==> src/rtl/io_periph_pkg.sv <==
// io_periph_pkg
//   Shared definitions for the IO peripheral:
//   - word-aligned register offsets inside the peripheral window;
//   - the active-low seven-segment pattern table, bit order gfedcba;
//   - helpers for the hex bank count and the nibble-to-segment decode.
package io_periph_pkg;

   localparam logic [31:0] LEDR_OFF     = 32'h0000_0000;
   localparam logic [31:0] HEX_BASE     = 32'h0000_0010;
   localparam logic [31:0] HEX_MODE_OFF = 32'h0000_0030;
   localparam logic [31:0] SW_OFF       = 32'h0000_0040;

   // Active-low segments: a 0 lights the segment. Bit 6 is g, bit 0 is a.
   localparam logic [6:0] HEX_SEG [16] = '{
      7'h40, 7'h79, 7'h24, 7'h30, 7'h19, 7'h12, 7'h02, 7'h78,
      7'h00, 7'h10, 7'h08, 7'h03, 7'h46, 7'h21, 7'h06, 7'h0E
   };

   // Four digits are packed into each 32-bit hex bank register.
   function automatic int num_hex_banks(input int n);
      return (n + 3) / 4;
   endfunction

   function automatic logic [6:0] hex_to_7seg(input logic [3:0] nib);
      return HEX_SEG[nib];
   endfunction

endpackage

==> src/rtl/io_periph_ctrl_sw_debounce.sv <==
// sw_debounce
//   Per-bit switch conditioning: a two-flop synchroniser followed by a
//   counter that accepts a new level only after it has been seen for
//   DEBOUNCE_CYC consecutive cycles. DEBOUNCE_CYC = 0 skips the filter.
// Ports:
//   i_clk, i_rst  clock, synchronous active-high reset
//   sw_raw        asynchronous switch inputs
//   sw_deb        debounced switch value
//   sw_change     one-cycle pulse after any debounced bit changes
module sw_debounce #(
   parameter int W            = 32,
   parameter int DEBOUNCE_CYC = 16
) (
   input  logic         i_clk,
   input  logic         i_rst,
   input  logic [W-1:0] sw_raw,
   output logic [W-1:0] sw_deb,
   output logic         sw_change
);

   logic [W-1:0] sync1_r;
   logic [W-1:0] deb_r;
   logic [W-1:0] deb_nxt_s;
   logic         chg_r;

   // First synchroniser stage.
   always_ff @(posedge i_clk) begin
      if (i_rst) begin
         sync1_r <= {W{1'b0}};
      end else begin
         sync1_r <= sw_raw;
      end
   end

   generate
      if (DEBOUNCE_CYC == 0) begin : g_bypass
         // With no filtering the debounced register is the second sync stage.
         assign deb_nxt_s = sync1_r;
      end else begin : g_filter
         localparam int CNT_W = (DEBOUNCE_CYC > 1) ? $clog2(DEBOUNCE_CYC) : 1;
         localparam logic [CNT_W-1:0] CNT_MAX = CNT_W'(DEBOUNCE_CYC - 1);

         logic [W-1:0] sync2_r;

         // Second synchroniser stage.
         always_ff @(posedge i_clk) begin
            if (i_rst) begin
               sync2_r <= {W{1'b0}};
            end else begin
               sync2_r <= sync1_r;
            end
         end

         for (genvar b = 0; b < W; b++) begin : g_bit
            logic [CNT_W-1:0] cnt_r;

            // Count consecutive disagreeing cycles; any agreement restarts the run.
            always_ff @(posedge i_clk) begin
               if (i_rst) begin
                  cnt_r <= {CNT_W{1'b0}};
               end else if (sync2_r[b] == deb_r[b]) begin
                  cnt_r <= {CNT_W{1'b0}};
               end else if (cnt_r == CNT_MAX) begin
                  cnt_r <= {CNT_W{1'b0}};
               end else begin
                  cnt_r <= cnt_r + CNT_W'(1);
               end
            end

            // The disagreeing cycle that finds the count at its maximum is
            // the DEBOUNCE_CYC-th one, so the new level is taken then.
            assign deb_nxt_s[b] = ((sync2_r[b] != deb_r[b]) && (cnt_r == CNT_MAX))
                                  ? sync2_r[b] : deb_r[b];
         end
      end
   endgenerate

   // Debounced value and change strobe.
   always_ff @(posedge i_clk) begin
      if (i_rst) begin
         deb_r <= {W{1'b0}};
         chg_r <= 1'b0;
      end else begin
         deb_r <= deb_nxt_s;
         chg_r <= |(deb_nxt_s ^ deb_r);
      end
   end

   assign sw_deb    = deb_r;
   assign sw_change = chg_r;

endmodule

==> src/rtl/io_periph_ctrl.sv <==
// io_periph_ctrl
//   Memory-mapped LED / seven-segment / switch peripheral for the LSU.
//   Registers (word offsets): LEDR 0x00, HEX banks 0x10.., HEX_MODE 0x30,
//   SW 0x40 (read-only). Reads return data one cycle after i_rden.
// Ports:
//   i_clk, i_rst      clock, synchronous active-high reset
//   i_addr            byte address, bits [1:0] ignored
//   i_wdata, i_bmask  write data and byte enables, used when i_wren=1
//   i_rden            read strobe; o_rdata/o_rvalid answer next cycle
//   i_io_sw           raw switches
//   o_io_ledr         LED register
//   o_io_hex          active-low segments, digit k at [7k+6:7k]
//   o_sw_change       pulse after the debounced switch value changes
module io_periph_ctrl #(
   parameter int LEDR_W       = 32,
   parameter int SW_W         = 32,
   parameter int NUM_HEX      = 8,
   parameter int DEBOUNCE_CYC = 16,
   parameter int ADDR_W       = 8
) (
   input  logic                 i_clk,
   input  logic                 i_rst,
   input  logic [ADDR_W-1:0]    i_addr,
   input  logic [31:0]          i_wdata,
   input  logic [3:0]           i_bmask,
   input  logic                 i_wren,
   input  logic                 i_rden,
   output logic [31:0]          o_rdata,
   output logic                 o_rvalid,
   input  logic [SW_W-1:0]      i_io_sw,
   output logic [LEDR_W-1:0]    o_io_ledr,
   output logic [7*NUM_HEX-1:0] o_io_hex,
   output logic                 o_sw_change
);
   import io_periph_pkg::*;

   localparam int NUM_BANKS = num_hex_banks(NUM_HEX);

   logic [31:0]          addr_s;
   logic [31:0]          hex_bank_s;
   logic                 hex_hit_s;
   logic                 wr_ledr_s;
   logic                 wr_mode_s;
   logic                 wr_hex_s;

   logic [LEDR_W-1:0]    ledr_r;
   logic [LEDR_W-1:0]    ledr_nxt_s;
   logic [6:0]           hex_r     [NUM_HEX];
   logic [6:0]           hex_nxt_s [NUM_HEX];
   logic [NUM_HEX-1:0]   mode_r;
   logic [NUM_HEX-1:0]   mode_nxt_s;
   logic [7*NUM_HEX-1:0] seg_r;
   logic [7*NUM_HEX-1:0] seg_nxt_s;
   logic [31:0]          rdata_s;
   logic [31:0]          rdata_r;
   logic                 rvalid_r;
   logic [SW_W-1:0]      sw_deb_s;
   logic                 sw_change_s;

   // Word-aligned address; hex bank index is only meaningful on a hex hit.
   assign addr_s     = 32'(i_addr) & 32'hFFFF_FFFC;
   assign hex_hit_s  = (addr_s >= HEX_BASE) && (addr_s < (HEX_BASE + 32'(4 * NUM_BANKS)));
   assign hex_bank_s = (addr_s - HEX_BASE) >> 2'd2;
   assign wr_ledr_s  = i_wren && (addr_s == LEDR_OFF);
   assign wr_mode_s  = i_wren && (addr_s == HEX_MODE_OFF);
   assign wr_hex_s   = i_wren && hex_hit_s;

   // Byte-masked next state; segments are decoded from the next state so the
   // registered segment outputs change on the same edge as the registers.
   always_comb begin
      ledr_nxt_s = ledr_r;
      mode_nxt_s = mode_r;
      seg_nxt_s  = {(7*NUM_HEX){1'b0}};
      for (int i = 0; i < LEDR_W; i++) begin
         ledr_nxt_s[i] = (wr_ledr_s && i_bmask[i/8]) ? i_wdata[i] : ledr_r[i];
      end
      for (int k = 0; k < NUM_HEX; k++) begin
         mode_nxt_s[k] = (wr_mode_s && i_bmask[k/8]) ? i_wdata[k] : mode_r[k];
         hex_nxt_s[k]  = (wr_hex_s && (hex_bank_s == 32'(k/4)) && i_bmask[k%4])
                         ? i_wdata[8*(k%4) +: 7] : hex_r[k];
         seg_nxt_s[7*k +: 7] = mode_nxt_s[k] ? hex_to_7seg(hex_nxt_s[k][3:0]) : hex_nxt_s[k];
      end
   end

   // Read mux over the current (pre-write) register contents.
   always_comb begin
      rdata_s = 32'h0000_0000;
      if (addr_s == LEDR_OFF) begin
         rdata_s = 32'(ledr_r);
      end else if (addr_s == HEX_MODE_OFF) begin
         rdata_s = 32'(mode_r);
      end else if (addr_s == SW_OFF) begin
         rdata_s = 32'(sw_deb_s);
      end else if (hex_hit_s) begin
         for (int k = 0; k < NUM_HEX; k++) begin
            rdata_s[8*(k%4) +: 7] = rdata_s[8*(k%4) +: 7] |
                                    ((hex_bank_s == 32'(k/4)) ? hex_r[k] : 7'h00);
         end
      end else begin
         rdata_s = 32'h0000_0000;
      end
   end

   // Register file and read handshake.
   always_ff @(posedge i_clk) begin
      if (i_rst) begin
         ledr_r   <= {LEDR_W{1'b0}};
         mode_r   <= {NUM_HEX{1'b0}};
         seg_r    <= {NUM_HEX{7'h7F}};
         rdata_r  <= 32'h0000_0000;
         rvalid_r <= 1'b0;
         for (int k = 0; k < NUM_HEX; k++) begin
            hex_r[k] <= 7'h7F;
         end
      end else begin
         ledr_r   <= ledr_nxt_s;
         mode_r   <= mode_nxt_s;
         seg_r    <= seg_nxt_s;
         rvalid_r <= i_rden;
         for (int k = 0; k < NUM_HEX; k++) begin
            hex_r[k] <= hex_nxt_s[k];
         end
         if (i_rden) begin
            rdata_r <= rdata_s;
         end else begin
            rdata_r <= rdata_r;
         end
      end
   end

   sw_debounce #(
      .W            (SW_W),
      .DEBOUNCE_CYC (DEBOUNCE_CYC)
   ) u_sw_debounce (
      .i_clk     (i_clk),
      .i_rst     (i_rst),
      .sw_raw    (i_io_sw),
      .sw_deb    (sw_deb_s),
      .sw_change (sw_change_s)
   );

   assign o_io_ledr   = ledr_r;
   assign o_io_hex    = seg_r;
   assign o_rdata     = rdata_r;
   assign o_rvalid    = rvalid_r;
   assign o_sw_change = sw_change_s;

endmodule
==> config.mk <==
export PLATFORM = sky130hd
export DESIGN_NAME = io_periph_ctrl
export DESIGN_NICKNAME = d
export VERILOG_FILES = /design/src/rtl/io_periph_pkg.sv /design/src/rtl/io_periph_ctrl_sw_debounce.sv /design/src/rtl/io_periph_ctrl.sv
export SDC_FILE = /design/constraint.sdc
export NUM_CORES = 1
export LEC_CHECK = 0
export BUFFER_PORTS_ARGS = -buffer_cell sky130_fd_sc_hd__buf_4
export CORE_ASPECT_RATIO = 0.7
export CORE_UTILIZATION = 35
export CTS_CLUSTER_DIAMETER = 30
export CTS_CLUSTER_SIZE = 16
export DETAILED_ROUTE_END_ITERATION = 8
export PLACE_DENSITY_LB_ADDON = 0.05
export SYNTH_ARGS = -nofsm -noshare
export SYNTH_HDL_FRONTEND = slang
export SYNTH_HIERARCHICAL = 1
export SYNTH_SLANG_ARGS = --single-unit
export TNS_END_PERCENT = 30
==> constraint.sdc <==
create_clock -name i_clk -period 5.3 [get_ports i_clk]
set_input_delay 0.53 -clock i_clk [delete_from_list [all_inputs] [get_ports i_clk]]
set_output_delay 0.53 -clock i_clk [all_outputs]
set_load 0.02 [all_outputs]
### Yosys cells after proc, flatten, opt, wreduce, memory -nomap -nowiden

Memories as Yosys holds them, arrays and structs flattened.
Cells that the tools add are included.

* flip-flop bits (word level): 354
* bits in latches: 0
* bits in writable memories: 56
* ROM bits: 896
* word-level logic and storage cells: 400
* memories: 9

Memory list
* (name not given): words 16, width 7, read ports 1, clocked after memory_dff 0, wr ports 0, RTL line io_periph_pkg.sv:25 `return HEX_SEG[nib];`
* (name not given): words 16, width 7, read ports 1, clocked after memory_dff 0, wr ports 0, RTL line io_periph_pkg.sv:25
* (name not given): words 16, width 7, read ports 1, clocked after memory_dff 0, wr ports 0, RTL line io_periph_pkg.sv:25
* (name not given): words 16, width 7, read ports 1, clocked after memory_dff 0, wr ports 0, RTL line io_periph_pkg.sv:25
* (name not given): words 16, width 7, read ports 1, clocked after memory_dff 0, wr ports 0, RTL line io_periph_pkg.sv:25
* (name not given): words 16, width 7, read ports 1, clocked after memory_dff 0, wr ports 0, RTL line io_periph_pkg.sv:25
* +3 memories

* $add $sub $neg: 33
* $mul: 0
* divide/modulo/power cells: 0
* order comparisons: 10
* eq/ne operators: 99
* shift operators: 0
* muxes and demuxes: 98
* bitwise logic cells: 21
* reduce and logical (&&, ||, !) cells: 86

Operators by type and width (number)
* 7-bit 2-to-1 mux: 52
* 4-bit by 1-bit adder with 4-bit output (second input constant): 32
* 4-bit == test (second input constant): 32
* 32-bit 2-to-1 mux: 3
* 3-bit OR reduction: 32
* 32-bit logical NOT: 2
* 1-bit logical AND: 51
* 1-bit 2-to-1 mux: 43
* 5-bit greater-or-equal comparator (second input constant): 8
* 4-bit inverter with 5-bit output: 8
* 1-bit == test: 32
* 1-bit inequality test: 32
* 32-bit OR reduction: 1
* 32-bit bitwise XOR: 1
* 30-bit by 1-bit == test with 1-bit output (second input constant): 1
* 7-bit OR: 4
* 8-bit by 5-bit subtractor with 9-bit output (second input constant): 1
* 8-bit by 5-bit greater-or-equal comparator with 1-bit output (second input constant): 1
* 8-bit by 5-bit less-than comparator with 1-bit output (second input constant): 1
* 1-bit OR: 8
* 6-bit by 4-bit == test with 1-bit output (second input constant): 1
* 6-bit by 5-bit == test with 1-bit output (second input constant): 1

### Longest topological paths before layout

* depth in word-level cells: 11
* depth in mapped cells: 12
* gate-level depth less buffers: 10

### Cells and area by module

Netlist, hierarchy kept.

Modules (own cells, without submodules)
* io_periph_ctrl: times used 1, cells each 1093, area an instance 10068.4 µm², sequential area each 3703.6 µm²
* sw_debounce: times used 1, cells each 776, area an instance 7986.4 µm², sequential area each 4504.3 µm²

### Worst setup path after synthesis

OpenSTA, ideal clock, no wires.

* path type: input to register
* start: input port i_addr[5]
* end: register seg_r[54], in the netlist o_io_hex[54]
* library setup time: 120 ps
* arrival time: 3261 ps
* required time: 5180 ps
* setup slack: 1919 ps
* cell stages on the path: 12
* path buffers: 2
* path through: or4_4 -> buf_6 -> nor2_1 -> buf_2 -> mux2i_1 -> inv_1 -> ha_1 -> nand3_1 -> a21oi_1 -> a41oi_1 -> mux2i_1 -> a211o_1

RTL lines
* from (decl): RTL line io_periph_ctrl.sv:23 `input logic [ADDR_W-1:0] i_addr,`
* to (signal assigned): RTL line io_periph_ctrl.sv:109 `seg_r <= {NUM_HEX{7'h7F}};`
* to (signal assigned): RTL line io_periph_ctrl.sv:118 `seg_r <= seg_nxt_s;`
* to (decl): RTL line io_periph_ctrl.sv:52 `logic [7*NUM_HEX-1:0] seg_r;`

==> implementation parameters <==
Parameter                              Value

Finish
  Number of filler instances in the final layout ... 4933
  Relative area change from synthesis to final layout ... 27.7%
  Number of nets in the layout ... 2245
  Finished Layout Cells ... 2825
  Layout cell share with drive strength beyond 1 ... 0.196
  Number of diodes added for antenna fixing ... 0

Power
  Overall power consumption ... 8.77 mW
  Worst IR Drop VDD ... a little under 0.3 mV
  Static Leakage ... 9.49 nW
  P per Cell Area ... 380 mW/mm^2

STA
  FMAX ... roughly 280 MHz
  Final Slew Violations ... 0
  Shortest period the worst path allows ... 3520 ps
  Period Utilization, post-route ... 0.663
  Total count of hold-check failures in the final report ... 0
  Endpoints failing setup ... 0
  Setup repair after global routing missed its margin ... no
  Setup TNS after final layout ... 0 ps
  Slew of the pin with the lowest slew margin ... about 1100 ps
  Relative slew slack ... 0.240
  Post-layout worst setup margin ... 1780 ps
  Max Clock Skew ... about 18 ps

Global route
  Global-route wire length before repair ... between 80 and 90 mm
  Overall global routing resource usage ... 0.206
  Maximum number of pins on one net before global-route repair ... 112
  Initial antenna violation count ... 2
  Total congestion overflow ... 0
  Via count of the first global-routing pass ... 14173

Flow run
  Reported max-cap violation count ... 0

Floorplanning
  FP Rows ... 69
  Placeable core region ... 0.0509 sq mm
  Overall die area ... 0.0525 sq mm
  Die boundary width ... 273 um
  Number of top-level pins ... 202
  DIE HEIGHT ... 192 um
  Starting density of the core ... 0.355

Detailed routing
  Total number of vias ... ~15000
  Starting DRT DRC Count ... 1088
  Routed Antenna Nets ... 0
  DRC violations left ... 0
  Router iterations before antenna repair ... 6
  Mean routed wirelength per cell ... 19.2 um
  Detailed-route vias per instance ... 5.20
  Final wirelength ... 54.2 mm

Placed design
  Total placed cells including tap cells ... 2668
  Hpwl dp ... between 30 and 40 mm
  PortBufs ... 199
  Pre-CTS setup slack ... around 1200 ps
  RePlAce Congestion ... just under 0.9

Yosys
  Post-synth top flop ... sky130_fd_sc_hd__dfxtp_1
  Number of warning messages in the yosys log ... 6
  Post-synthesis cell type count ... 74
  Synthesized Nets ... 2034
  Combinational family with the most area after synthesis ... simple AND/OR/NAND/NOR gates
  Fraction of synthesis flops using an asynchronous set or reset pin ... 0
  Total standard cell area after synthesis ... 0.0181 sq mm
  Post-synthesis share of cell area spent on and, or, nand and nor gates ... 0.191
  Area fraction of the dominant cell type after synthesis ... 0.455
  Fraction of synthesized area in multiplexers ... 0.102
  Complex-gate fraction of the synthesized area ... 0.114
  Number of enable flip-flop cells after synthesis ... 0
  Yosys reg bits ... 410
  Cell taking the most area after synthesis ... sky130_fd_sc_hd__dfxtp_1
  Share of synthesized cell area in full adder, half adder and majority cells ... 0.0589
  Cells after Synth ... 1869
  Share of synthesized area occupied by flip-flops and latches ... 0.455
  Ranking of synthesized cells by area ... sky130_fd_sc_hd__dfxtp_1 45%, sky130_fd_sc_hd__mux2i_1 8.4%, sky130_fd_sc_hd__ha_1 5.9%
  Synth Area in XOR/XNOR ... 0.0493
  Post-synthesis area per instance ... 9.66 sq um

CTS
  Clk slew on worst S/H paths ... 50 ps
  CTS tree ... yes
  Buffers inserted by post-CTS timing repair ... 0
  Number of buffers created by CTS ... 84
  Cell at the root of the clock tree ... sky130_fd_sc_hd__clkbuf_16
  Level count of the clock H-tree ... 3
  Total of hold buffers inserted after clock tree synthesis ... 0
  Clk sinks ... about 400
  Clock latency reported for the late side of the worst-skew pair ... 620 ps
  Cells resized by post-CTS repair ... 0
  Clock Tree Buf Depth ... 3

Worst setup path
  Setup crit start kind ... input port
  Required time of the worst setup path ... approximately 5800 ps
  CP Class ... in2reg
  Crit path DAT ... 4010 ps
  Crit. End Element ... flop
  Largest fanout on the critical path ... 22

Worst hold path
  Worst min-delay path class ... in2reg

Status
  Status ... finished, final reports clean
path summary, 6_finish.rpt:
path	from	cells after the start	slack, ps	end
min	i_io_sw[2]	2	120	u_sw_debounce/sync1_r[2]
min reg2reg	u_sw_debounce/sync1_r[15]	1	430	u_sw_debounce/g_filter.sync2_r[15]
max	i_addr[5]	9	1780	o_io_hex[26]
max reg2reg	hex_r[0][21]	6	2870	o_io_hex[26]
cells in the mapped netlist (5+ instances only):
master,number
sky130_fd_sc_hd__dfxtp_1,410
sky130_fd_sc_hd__a211oi_1,14
sky130_fd_sc_hd__a221o_1,12
sky130_fd_sc_hd__nand2b_1,6
sky130_fd_sc_hd__nand4_1,11
sky130_fd_sc_hd__o221ai_1,11
sky130_fd_sc_hd__a311oi_1,29
sky130_fd_sc_hd__xor2_1,33
sky130_fd_sc_hd__a211o_1,8
sky130_fd_sc_hd__o211ai_1,11
sky130_fd_sc_hd__o21ai_0,26
sky130_fd_sc_hd__and2_1,6
sky130_fd_sc_hd__a2bb2oi_1,7
sky130_fd_sc_hd__clkbuf_1,63
sky130_fd_sc_hd__nor4_1,7
sky130_fd_sc_hd__nor2b_1,87
sky130_fd_sc_hd__ha_1,85
sky130_fd_sc_hd__xnor2_1,63
sky130_fd_sc_hd__o21a_1,6
sky130_fd_sc_hd__o22ai_1,23
sky130_fd_sc_hd__a222oi_1,28
sky130_fd_sc_hd__inv_1,38
sky130_fd_sc_hd__a21oi_1,21
sky130_fd_sc_hd__or3_1,7
sky130_fd_sc_hd__and3_1,43
sky130_fd_sc_hd__nand2_1,145
sky130_fd_sc_hd__nand3_1,85
sky130_fd_sc_hd__a41oi_1,7
sky130_fd_sc_hd__o2111ai_1,9
sky130_fd_sc_hd__a2111o_1,5
sky130_fd_sc_hd__mux2i_1,151
sky130_fd_sc_hd__nor2_1,235
sky130_fd_sc_hd__mux2_2,26
sky130_fd_sc_hd__nor3_1,47
sky130_fd_sc_hd__buf_4,5
sky130_fd_sc_hd__buf_2,17
layer usage:
layer,global-route usage,vias up,part of all wire
met2,0.305,438,0.43
li1,-,7142,-
met3,0.0491,91,0.060
met5,0,-,0.00020
met1,0.293,7020,0.49
met4,0.0653,2,0.025
registers in the layout, summed over array words and instances (netlist names):
register	flops
hex_r	56
u_sw_debounce/sw_deb	32
o_rvalid	1
mode_r	8
o_io_ledr	32
u_sw_debounce/g_filter.g_bit.cnt_r	128
o_io_hex	56
u_sw_debounce/sw_change	1
u_sw_debounce/g_filter.sync2_r	32
o_rdata	32
u_sw_debounce/sync1_r	32
final cells by class:
type | instances | area (sq um) | share of cell area
Sequential cell | 410 | 8210 | 0.356
Clock inverter | 59 | 688 | 0.0299
Timing Repair Buffer | 216 | 1630 | 0.0706
Multi-Input combinational cell | 1330 | 9300 | 0.404
Tap cell | 674 | 843 | 0.0366
Clock buffer | 98 | 2230 | 0.0970
Inverter | 38 | 143 | 0.00619
where the power goes:
part / switching [mW] / internal [mW]
clock network: 1.86 / 3.42
logic: 0.194 / 0.119
registers: 0.0299 / 3.14
metrics by stage:
| step | cell area, sq um | utilization | hold WS [ps] |
|---|---|---|---|
| floorplan | 18100 | - | 414 |
| detailed placement | 20100 | 0.396 | 427 |
| global placement | 20100 | 0.396 | 427 |
| CTS | 23000 | 0.453 | 78.5 |
| global route | 23000 | 0.453 | 92.9 |
| finish | 23000 | 0.453 | 117 |
cells in the final DEF, fill, tap and decap left out, types with 33 or more instances in the layout:
| master | count |
|---|---|
| sky130_fd_sc_hd__inv_1 | 37 |
| sky130_fd_sc_hd__nor3_1 | 46 |
| sky130_fd_sc_hd__buf_4 | 215 |
| sky130_fd_sc_hd__and3_1 | 43 |
| sky130_fd_sc_hd__clkbuf_16 | 84 |
| sky130_fd_sc_hd__nand2_1 | 145 |
| sky130_fd_sc_hd__ha_1 | 85 |
| sky130_fd_sc_hd__xnor2_1 | 63 |
| sky130_fd_sc_hd__dfxtp_1 | 410 |
| sky130_fd_sc_hd__nand3_1 | 85 |
| sky130_fd_sc_hd__nor2_1 | 235 |
| sky130_fd_sc_hd__nor2b_1 | 87 |
| sky130_fd_sc_hd__mux2i_1 | 151 |
| sky130_fd_sc_hd__xor2_1 | 33 |
cell families (layout without fill, tap and decap cells):
logic type | after synthesis | after routing
AOI/OAI and AO/OA | 257 | 257
and+or+nand+nor | 710 | 710
adders and majority gates | 85 | 85
buffers and inverters | 129 | 411
muxes | 179 | 179
xor gates and xnor gates | 99 | 99
DFF | 410 | 410
critical path, cell delays in order:
cell and delay (ps):
sky130_fd_sc_hd__buf_4 180, sky130_fd_sc_hd__or4_4 780, sky130_fd_sc_hd__nor2_8 380, sky130_fd_sc_hd__mux2i_1 640, sky130_fd_sc_hd__inv_1 210, sky130_fd_sc_hd__ha_1 290
sky130_fd_sc_hd__and3_1 190, sky130_fd_sc_hd__mux4_2 460, sky130_fd_sc_hd__a311o_1 330
No activity file was read; power rests on OpenSTA's default activity.
